## src/rtl/jt900h_intc.sv

```systemverilog
`default_nettype none
// ============================================================================
//  Module   : jt900h_intc
//  Brief    : Prioritised interrupt controller with per-channel edge/level
//             pending, mask level, registered vector presentation and ack.
//  Revision : 1.0 - initial release
// ============================================================================
module jt900h_intc #(
  parameter int          CH    = 8,
  parameter logic [7:0]  VBASE = 8'h20
) (
  input  logic            clk,
  input  logic            rst,
  input  logic            cen,
  input  logic [CH-1:0]   req,
  input  logic [CH-1:0]   edge_mode,
  input  logic [3*CH-1:0] prio,
  input  logic [2:0]      riff,
  input  logic [CH-1:0]   clr,
  input  logic            irq_ack,
  output logic            irq,
  output logic [2:0]      int_lvl,
  output logic [7:0]      int_addr,
  output logic [CH-1:0]   pend
);

  localparam logic [1:0] c_st_idle = 2'd0;
  localparam logic [1:0] c_st_req  = 2'd1;
  localparam logic [1:0] c_st_ack  = 2'd2;

  logic [1:0]    r_state;
  logic [1:0]    w_state_nxt;
  logic [CH-1:0] r_req_d;
  logic [CH-1:0] r_pend;
  logic [CH-1:0] w_pend_nxt;
  logic [CH-1:0] w_elig;
  logic [3:0]    r_idx;
  logic [3:0]    w_idx_nxt;
  logic          r_irq;
  logic          w_irq_nxt;
  logic [2:0]    r_lvl;
  logic [2:0]    w_lvl_nxt;
  logic [7:0]    r_addr;
  logic [7:0]    w_addr_nxt;

  logic          w_win_valid;
  logic [3:0]    w_win_idx;
  logic [2:0]    w_win_lvl;
  logic [7:0]    w_win_addr;
  logic          w_cur_elig;
  logic          w_ack_take;

  // Acknowledge is only honoured while a vector is being presented
  assign w_ack_take = (r_state == c_st_req) && irq_ack;

  // --------------------------------------------------------------------------
  // Per-channel pending and eligibility
  // --------------------------------------------------------------------------
  generate
    for (genvar gi = 0; gi < CH; gi++) begin : g_ch
      logic [2:0] w_p;
      logic       w_set;
      logic       w_clear;

      assign w_p     = prio[3*gi +: 3];
      assign w_set   = req[gi] & ~r_req_d[gi];
      assign w_clear = clr[gi] | (w_ack_take && (r_idx == 4'(gi)));

      // Edge channels: set beats clear in the same cycle
      assign w_pend_nxt[gi] = edge_mode[gi] ? (w_set | (r_pend[gi] & ~w_clear))
                                            : req[gi];

      assign w_elig[gi] = r_pend[gi] && (w_p != 3'd0) &&
                          ((w_p > riff) || (w_p == 3'd7));
    end
  endgenerate

  // --------------------------------------------------------------------------
  // Winner: highest priority, lowest index on ties (strict compare)
  // --------------------------------------------------------------------------
  always_comb begin
    w_win_valid = 1'b0;
    w_win_idx   = 4'd0;
    w_win_lvl   = 3'd0;
    for (int i = 0; i < CH; i++) begin
      if (w_elig[i] && (prio[3*i +: 3] > w_win_lvl)) begin
        w_win_valid = 1'b1;
        w_win_idx   = 4'(i);
        w_win_lvl   = prio[3*i +: 3];
      end
    end
  end

  // Sum is 8 bits wide, so the vector wraps modulo 256
  assign w_win_addr = VBASE + {2'b00, w_win_idx, 2'b00};

  always_comb begin
    w_cur_elig = 1'b0;
    for (int i = 0; i < CH; i++) begin
      if (r_idx == 4'(i)) w_cur_elig = w_elig[i];
    end
  end

  // --------------------------------------------------------------------------
  // FSM: state register
  // --------------------------------------------------------------------------
  always_ff @(posedge clk) begin
    if (!rst) begin
      r_state <= c_st_idle;
      r_irq   <= 1'b0;
      r_lvl   <= 3'd0;
      r_addr  <= 8'd0;
      r_idx   <= 4'd0;
    end else if (cen) begin
      r_state <= w_state_nxt;
      r_irq   <= w_irq_nxt;
      r_lvl   <= w_lvl_nxt;
      r_addr  <= w_addr_nxt;
      r_idx   <= w_idx_nxt;
    end
  end

  // FSM: next-state logic
  always_comb begin
    w_state_nxt = r_state;
    case (r_state)
      c_st_idle: if (w_win_valid) w_state_nxt = c_st_req;
      c_st_req: begin
        if (w_ack_take)       w_state_nxt = c_st_ack;
        else if (!w_cur_elig) w_state_nxt = c_st_idle;
      end
      c_st_ack:  w_state_nxt = c_st_idle;
      default:   w_state_nxt = c_st_idle;
    endcase
  end

  // FSM: output logic (feeds registered outputs, so no input-to-output path)
  always_comb begin
    w_irq_nxt  = r_irq;
    w_lvl_nxt  = r_lvl;
    w_addr_nxt = r_addr;
    w_idx_nxt  = r_idx;
    case (r_state)
      c_st_idle: begin
        if (w_win_valid) begin
          w_irq_nxt  = 1'b1;
          w_lvl_nxt  = w_win_lvl;
          w_addr_nxt = w_win_addr;
          w_idx_nxt  = w_win_idx;
        end
      end
      c_st_req: begin
        if (w_ack_take || !w_cur_elig) w_irq_nxt = 1'b0;
      end
      default: w_irq_nxt = 1'b0;
    endcase
  end

  // --------------------------------------------------------------------------
  // Request history and pending registers
  // --------------------------------------------------------------------------
  always_ff @(posedge clk) begin
    if (!rst) begin
      r_req_d <= req;
      r_pend  <= '0;
    end else if (cen) begin
      r_req_d <= req;
      r_pend  <= w_pend_nxt;
    end
  end

  assign irq      = r_irq;
  assign int_lvl  = r_lvl;
  assign int_addr = r_addr;
  assign pend     = r_pend;

endmodule
`default_nettype wire

```

## config.mk

```make
export PLATFORM = sky130hd
export DESIGN_NAME = jt900h_intc
export DESIGN_NICKNAME = d
export VERILOG_FILES = /design/src/rtl/jt900h_intc.sv
export SDC_FILE = /design/constraint.sdc
export NUM_CORES = 1
export LEC_CHECK = 0
export BUFFER_PORTS_ARGS = -buffer_cell sky130_fd_sc_hd__buf_2
export CAP_MARGIN = 10
export CORE_MARGIN = 1.5
export CORE_UTILIZATION = 35
export DETAILED_ROUTE_END_ITERATION = 16
export GPL_ROUTABILITY_DRIVEN = 0
export PLACE_DENSITY = 0.64
export REMOVE_ABC_BUFFERS = 1
export SLEW_MARGIN = 10
export SYNTH_ARGS = -nofsm -noshare
export SYNTH_HDL_FRONTEND = slang
export SYNTH_SLANG_ARGS = --single-unit
export TNS_END_PERCENT = 5
```

## constraint.sdc

```tcl
create_clock -name clk -period 25.5 [get_ports clk]
set_input_delay 5.1 -clock clk [delete_from_list [all_inputs] [get_ports clk]]
set_output_delay 5.1 -clock clk [all_outputs]
set_load 0.05 [all_outputs]
```

# Word-level counts from Yosys, hierarchy flattened
# Index checks and enable logic that the tools add are counted.
dict set report word_totals {
  input_bits 55
  romBits 0
  ram_bits 0
  latch_bits 0
  mem_count 0
  regBits 34
  out_inout_bits 20
}
dict set report classes {
  bitwise 48
  order_cmp 16
  shift 0
  eq_ne 20
  n_mul 0
  add_sub_neg 1
  mux 48
  n_reduce_logical 56
  div_mod_pow 0
}
# cell n
set op_table {}
lappend op_table {{> comparator 3 bit} 15}
lappend op_table {{logical AND 1 bit} 33}
lappend op_table {{two-way mux 1 bit} 27}
lappend op_table {{== test 3 bit (second input constant)} 8}
lappend op_table {{two-way mux 3 bit} 8}
lappend op_table {{two-way mux 4 bit} 6}
lappend op_table {{nonzero test 3 bit} 8}
lappend op_table {{bitwise AND 1 bit} 16}
lappend op_table {{== test 4 x 3 -> 1 bit (second input constant)} 4}
lappend op_table {{two-way mux 8 bit} 2}
lappend op_table {{inverter 1 bit} 16}
lappend op_table {{bitwise OR 1 bit} 16}
lappend op_table {{logical OR 1 bit} 9}
lappend op_table {{AND reduction 3 bit} 3}
lappend op_table {{== test 4 x 2 -> 1 bit (second input constant)} 2}
lappend op_table {{adder 6 x 6 -> 7 bit (first input constant)} 1}
lappend op_table {{two-way mux 2 bit} 3}
lappend op_table {{== test 4 x 1 -> 1 bit (second input constant)} 1}
lappend op_table {{logical NOT 4 bit} 1}
lappend op_table {{!= test 2 x 1 -> 1 bit (second input constant)} 2}
lappend op_table {{one-hot mux 2 bit (2 select lines)} 1}
lappend op_table {{> comparator 3 x 1 -> 1 bit (second input constant)} 1}
lappend op_table {{!= test 3 bit (second input constant)} 1}
lappend op_table {{== test 2 x 1 -> 1 bit (second input constant)} 1}
lappend op_table {{other kinds (4)} 4}

# Longest topological paths before layout
# Gate-level depths: netlist of the first run.
dict set report logic_depth {
  ltp_word 28
  mapped_depth 55
  ltp_nobuf 54
}

# Least setup slack after synthesis of the first run
# Ideal clock, no wire load.
dict set report synth_timing {
  path_type {input-to-reg}
  start {input riff[2]}
  end {register r_lvl[2] (netlist: int_lvl[2])}
  path_buffers 1
  slack_ns 10.281
  arrival_time_ns 15.091
  path_stages 55
  path_cell_list {inv_1 -> ha_1 -> and3_1 -> a21oi_2 -> a21oi_1 -> o21ai_0 -> and2_1 -> inv_1 -> nor2_1 -> ha_1 -> a31oi_1 -> o31a_4 -> and2b_2 -> mux2_2 -> ha_1 -> or2_2 -> maj3_2 -> o21ai_1 -> [... 19 more ...] -> ha_1 -> inv_1 -> a21o_1 -> a21oi_1 -> a311o_2 -> o21ai_0 -> o22a_1 -> o31ai_1 -> ha_1 -> a21o_1 -> a21oi_1 -> a311oi_1 -> nor2_1 -> nand2_1 -> o31ai_4 -> buf_6 -> mux2i_1 -> nor2_1}
}
dict set report synth_between {
  elab_chain_cells 27
  elab_cells_between_ends 56
}
# element line_no
set synth_rtl {}
lappend synth_rtl {{start, declared} 18} ;# input logic [2:0] riff,
lappend synth_rtl {{> comparator 3 bit} 74} ;# ((w_p > riff) || (w_p == 3'd7));
lappend synth_rtl {{logical OR 1 bit} 74}
lappend synth_rtl {{logical AND 1 bit} 73} ;# assign w_elig[gi] = r_pend[gi] && (w_p != 3'd0) &&
lappend synth_rtl {{logical AND 1 bit} 86} ;# if (w_elig[i] && (prio[3*i +: 3] > w_win_lvl)) begin
lappend synth_rtl {{two-way mux 3 bit} 86}
lappend synth_rtl {{> comparator 3 bit} 86}
lappend synth_rtl {{logical AND 1 bit} 86}
lappend synth_rtl {{two-way mux 3 bit} 86}
lappend synth_rtl {{[... 11 more ...]} --}
lappend synth_rtl {{two-way mux 3 bit} 86}
lappend synth_rtl {{> comparator 3 bit} 86}
lappend synth_rtl {{logical AND 1 bit} 86}
lappend synth_rtl {{two-way mux 3 bit} 86}
lappend synth_rtl {{> comparator 3 bit} 86}
lappend synth_rtl {{logical AND 1 bit} 86}
lappend synth_rtl {{two-way mux 1 bit} 86}
lappend synth_rtl {{AND reduction 3 bit (no source line)} --}
lappend synth_rtl {{end signal, assigned} 117} ;# r_lvl <= w_lvl_nxt;
lappend synth_rtl {{end, declared} 41} ;# logic [2:0] r_lvl;
# Several ways; a longest one is shown, not always the timed one.
# A chain may end at the register's enable or synchronous reset.

# Worst setup path in the final report of the first run
dict set report layout_timing {
  start {input riff[2]}
  end {register r_lvl[0] (netlist: int_lvl[0])}
}
# The elaborated chain is that of the path after synthesis.

==> metrics.txt, run 1 <==
height of the die ~95 um; Synth Warn # 0; Hold Path Class flip-flop to flip-flop; CTS H-tree lvls 1; Max clock buf depth 2; Avg WL per Cell approximately 14 um; Reg power frac between 30% and 40%; # diodes 0; aggregate routed wire length between 7 and 8 mm; Comb power frac between 40 and 50%; Period minus WS final about 16 ns; crit path DAT about 16 ns; cts repair resizes 0; Synth cell types 71; Finished Layout Cells 534; number of port buffers 70; share of layout cells above drive strength 1 24.5%; Post-CTS Setup Bufs 0; CP startpoint kind input pin; R2R Setup Slk between 10 and 15 ns; Avg Inst Size Synth 8.10 um2; Initial Utilization around 36%; total I/O pin count 75; Net Sw Power 55.5 uW; Pins Over Slew Limit 0; post-DP HPWL about 6.2 mm; Max Clock Freq 61.3 MHz; commonest non-fill, non-tap cell in the layout buf_2; area grow syn2layout 16.3%; number of max-cap violations 0; register area share after synthesis roughly 20%; maximum number of pins on one net before global-route repair 22; core footprint between 8000 and 9000 um2; CP peak stage delay between 0.5 and 0.6 ns; die area roughly 9000 um2; vias in the first global route 2,570; gr usage total between 10% and 20%; # rows 33; Routed Antenna Nets 0; Leak ~0.0015 uW; cell count after synthesis between 300 and 400; Max Clock Skew about 0.0030 ns; CTS sink cnt 25; pwr dens roughly 40 nW/um2; WS Path Type input pin to flip-flop; crit-path most repeated cell ha_1; most frequent cells in the layout buf_2, ha_1, inv_1, nand2_1, nor2_1; Post-CTS Hold Buffers 0; WP data required ~26 ns; worst slew pin tran roughly 0.67 ns; slowest CP cell o311ai_2; initial DRC count 98; peak supply drop just over 0.02 mV; DRC 0; Final Hold Vio Count 0; Post-synth EDFFs 8; setup_tns 0 ns; Tot Pwr 136 uW; Slew headroom ~55%; Sw Share roughly two fifths; Placed Instances 530; final setup fails 0; Crit Path Max Fanout 13; first-pass GRT wire length roughly 12 mm; outcome finished clean; Internal ~80 uW; synthesized area 2930 um2; via count between 2k and 3k; RSZ-0062 raised after global routing false; predominant post-synthesis flop cell dfxtp_1; Reg clk slew, reported paths about 0.090 ns; period utilization 63.9%; ys async rst share 0%; Skew-Pair Late Insertion Delay approximately 0.26 ns; total grt overflow 0; number of synthesized register bits 25; layout net count about 520; initial antenna violation count 0; Num CTS Buffers 3; First-pass DRT Iterations 4; clock share of power between 10% and 20%; fin area 3410 um2; TritonCTS clock tree yes; Vias/cell 5.37; Clock Tree Root clkbuf_8; die width between 90 and 100 um; Post-DP Area between 3000 and 4000 um2; endpoint class of the critical path flip-flop
-- cell families (layout without fill, tap and decap cells) --
family          Yosys count  after routing  synth area share [%]
mux                       9              9                  4.52
flops                    25             25                  19.8
compound gates          113            113                  29.2
simple gates            131            131                  23.4
other cells               1              4                 0.128
fa+ha+maj                39             39                  16.6
buf+inv                  44            108                  6.40
-- power by group through the flow --
stage | clock (uW) | sequential [uW] | combinational (uW)
detailed placement | 0 | 50.1 | 63.2
global route | 25.2 | 49.8 | 70.4
finish | 22.9 | 49.2 | 63.4
floorplan | 0 | 57.3 | 37.3
global placement | 0 | 50.0 | 61.8
CTS | 23.2 | 49.2 | 63.5
-- flip-flops by register name, indices dropped and copies added, names as in the netlist --
register	flops
r_idx	2
pend	8
r_state	2
int_addr	2
int_lvl	3
r_req_d	8
-- layout make-up --
cell class / count / area, um2
inverter: 34 / 128
tap: 105 / 131
clock inverter: 1 / 5.00
multi-input combinational: 296 / 2170
sequential: 25 / 581
fill: 881 / 4760
timing repair buffer: 70 / 350
clock buffer: 3 / 41.3
-- worst paths after layout --
kind | startpoint | end | depth (start not counted)
min | int_addr[5] | int_addr[5] | 2
min reg2reg | int_addr[5] | int_addr[5] | 2
max | riff[2] | int_lvl[0] | 55
max reg2reg | pend[0] | int_lvl[0] | 47
-- per-layer routing --
metal / part of all wire, % / GRT usage [%] / up-vias
met1: 49 / 23.3 / 1305
met3: 4.8 / 1.37 / 2
met2: 45 / 28.4 / 74
li1: - / - / 1487
met5: 0 / 0 / -
met4: 0.25 / 1.62 / 0
-- critical path: cells and delay by family --
| family | cells | cell delay, ns |
|---|---|---|
| muxes | 5 | 1.68 |
| buffers and inverters | 5 | 0.67 |
| and+or+nand+nor | 15 | 2.19 |
| AOI/OAI and AO/OA | 20 | 4.03 |
| adders and majority gates | 10 | 2.77 |
-- stage by stage --
step                hold WS, ns  utilization, %  worst slack, ns
floorplan                 0.483               -            10.17
global placement          0.447            41.2             9.16
detailed placement        0.443            41.2             8.93
CTS                       0.455            41.7             9.20
global route              0.479            41.7             8.28
finish                    0.453            41.7             9.20
-- cells in the mapped netlist (all sizes together), types with 7 or more instances --
library cell  instances  share of area (%)
a21oi                21                3.8
nand2                32                4.1
nand3b                7                1.8
nand3                12                2.0
dfxtp                17                 12
o21ai                31                5.3
nor2                 29                3.7
ha                   37                 16
and2                  7                1.5
nor3                  7                1.4
nor2b                10                2.4
inv                  33                4.2
edfxtp                8                8.2
a32oi                12                3.6
(Power assumes the default switching activity.)
==> run 2: changes to the inputs <==
--- a/config.mk
+++ b/config.mk
@@ -11,7 +11,7 @@
 export CORE_UTILIZATION = 35
 export DETAILED_ROUTE_END_ITERATION = 16
 export GPL_ROUTABILITY_DRIVEN = 0
-export PLACE_DENSITY = 0.64
+export PLACE_DENSITY = 0.66
 export REMOVE_ABC_BUFFERS = 1
 export SLEW_MARGIN = 10
 export SYNTH_ARGS = -nofsm -noshare
==> constraint.sdc (replaced) <==
create_clock -name clk -period 13.8 [get_ports clk]
set_input_delay 2.76 -clock clk [delete_from_list [all_inputs] [get_ports clk]]
set_output_delay 2.76 -clock clk [all_outputs]
set_load 0.05 [all_outputs]
==> run 2 against run 1 <==
Net effect: total power up 91%; setup slack worse by 8.6 ns; non-clock buffer count up 8; die area unchanged; sequential share of layout area down 0.43 points.
==> metrics.txt, run 2 (synthesized netlist as in run 1, its figures left out) <==
outcome finished clean (unchanged); Period minus WS final around 13 ns; Crit. path cell count 56 (was 55); crit-path most repeated cell ha_1 (unchanged); gr usage total 17.4% (was 16.5%); crit path DAT 13.33 ns (was 16.47 ns); aggregate routed wire length 7.91 mm (was 7.61 mm); endpoint class of the critical path flip-flop (unchanged); Pins Over Slew Limit 0 (unchanged); Tot Pwr 258 uW (was 136 uW); Routed Antenna Nets 0 (unchanged); # diodes 0 (unchanged); pwr dens 73.8 nW/um2 (was 39.7 nW/um2); Setup WS post-layout 0.641 ns (was 9.20 ns); core footprint 8180 um2 (unchanged); RSZ-0062 raised after global routing false (unchanged); layout net count 530 (was 522); delay-heaviest family, CP compound AO/OA/AOI/OAI gates (unchanged); final core occ 42.8% (was 41.7%); TritonCTS clock tree yes (unchanged); die width 94.5 um (unchanged); area grow syn2layout 19.4% (was 16.3%); Vias/cell 5.42 (was 5.37); Max Clock Skew 0.00233 ns (was 0.00300 ns); Hold Path Class flip-flop to flip-flop (unchanged); Reg clk slew, reported paths 0.08 ns (was 0.09 ns); CTS sink cnt 25 (unchanged); setup_tns 0 ns (unchanged); number of max-cap violations 0 (unchanged); via count 2,935 (was 2,868); Place WS 0.0346 ns (was 8.93 ns); WP data required 13.98 ns (was 25.67 ns); die area 8930 um2 (unchanged); DRC 0 (unchanged); initial DRC count 127 (was 98); Clock Tree Root clkbuf_8 (unchanged); # rows 33 (unchanged); number of port buffers 70 (unchanged); post-DP HPWL 6.49 mm (was 6.22 mm); First-pass DRT Iterations 4 (unchanged); peak supply drop 0.0328 mV (was 0.0201 mV); initial antenna violation count 0 (unchanged); total I/O pin count 75 (unchanged); Post-CTS Hold Buffers 0 (unchanged); commonest non-fill, non-tap cell in the layout buf_2 (unchanged); Worst Reg-to-Reg Cells 48 (was 47); height of the die 94.5 um (unchanged); Crit Path Max Fanout 8 (was 13); Leak 0.00159 uW (was 0.00155 uW); Num CTS Buffers 3 (unchanged); total grt overflow 0 (unchanged); Final Hold Vio Count 0 (unchanged); share of layout cells above drive strength 1 26.8% (was 24.5%); most frequent cells in the layout buf_2, ha_1, inv_1, nand2_1, nor2_1 (unchanged); final setup fails 0 (unchanged); CP peak stage delay 0.39 ns (was 0.57 ns); Skew-Pair Late Insertion Delay 0.26 ns (about the same); first-pass GRT wire length 12.5 mm (was 11.9 mm); worst slew pin tran 0.708 ns (was 0.667 ns); maximum number of pins on one net before global-route repair 22 (unchanged); WS Path Type input pin to flip-flop (unchanged); slowest CP cell a311o_2 (was o311ai_2); CTS H-tree lvls 1 (unchanged); vias in the first global route 2,706 (was 2,570); Hold Path Stages 2 (unchanged); CP startpoint kind input pin (unchanged); Fillers 847 (was 881); Max clock buf depth 2 (unchanged); worst hold slack 0.457 ns (was 0.453 ns); Buf/Inv on CP 6 (was 5); Avg WL per Cell 14.6 um (was 14.3 um); period utilization between 90% and 100%; Slew headroom 52.3% (was 55.5%); Max Clock Freq 76.0 MHz; Initial Utilization 35.9% (unchanged)
## run 2: path summary, 6_finish.rpt
| kind | from | to | slack (ns) |
|---|---|---|---|
| worst min register to register | int_lvl[1] | int_lvl[1] | 0.46 |
| worst max-delay path | riff[1] | r_idx[0] | 0.64 |
| worst min-delay path | int_lvl[1] | int_lvl[1] | 0.46 |
| worst max register to register | pend[0] | r_idx[0] | 3.68 |
## run 2: power by group
group          internal (uW)  switching, uW
Combinational           49.3           75.6
Clock                   20.6           22.0
Sequential              82.9           7.75
Total                    153            105
## run 2: metal layers
layer	wire length (um)	global-route usage [%]	part of all wire, %
met2	3620	30.9	46
met4	46	3.36	0.58
met5	0	0	0
met3	497	1.05	6.3
met1	3750	23.2	47
## run 2: cell type report
type / count / area [um2] / area share [%]
Clock buffer: 4 / 45.0 / 1.29
Inverter: 34 / 128 / 3.65
Multi-Input combinational cell: 296 / 2200 / 62.9
Sequential cell: 25 / 581 / 16.6
Tap cell: 105 / 131 / 3.75
Timing Repair Buffer: 78 / 414 / 11.8
## run 2: through the flow
step                      cell area [um2]  cells
after floorplan                      2880    355
after global placement               3390    534
after detailed placement             3390    534
after CTS                            3440    538
after global routing                 3500    542
final                                3500    542
## run 2: timing repair
action,4_1_cts,5_1_grt
resized for setup,0,8
hold endpoints to repair,0,0
buffers inserted,0,4
endpoints found under the setup margin,0,8
## run 2: tightest hold or removal path, cell delays in order, from the launching register on
cell and delay (ns):
dfxtp_1 0.32, nand2_1 0.05, a21oi_1 0.05
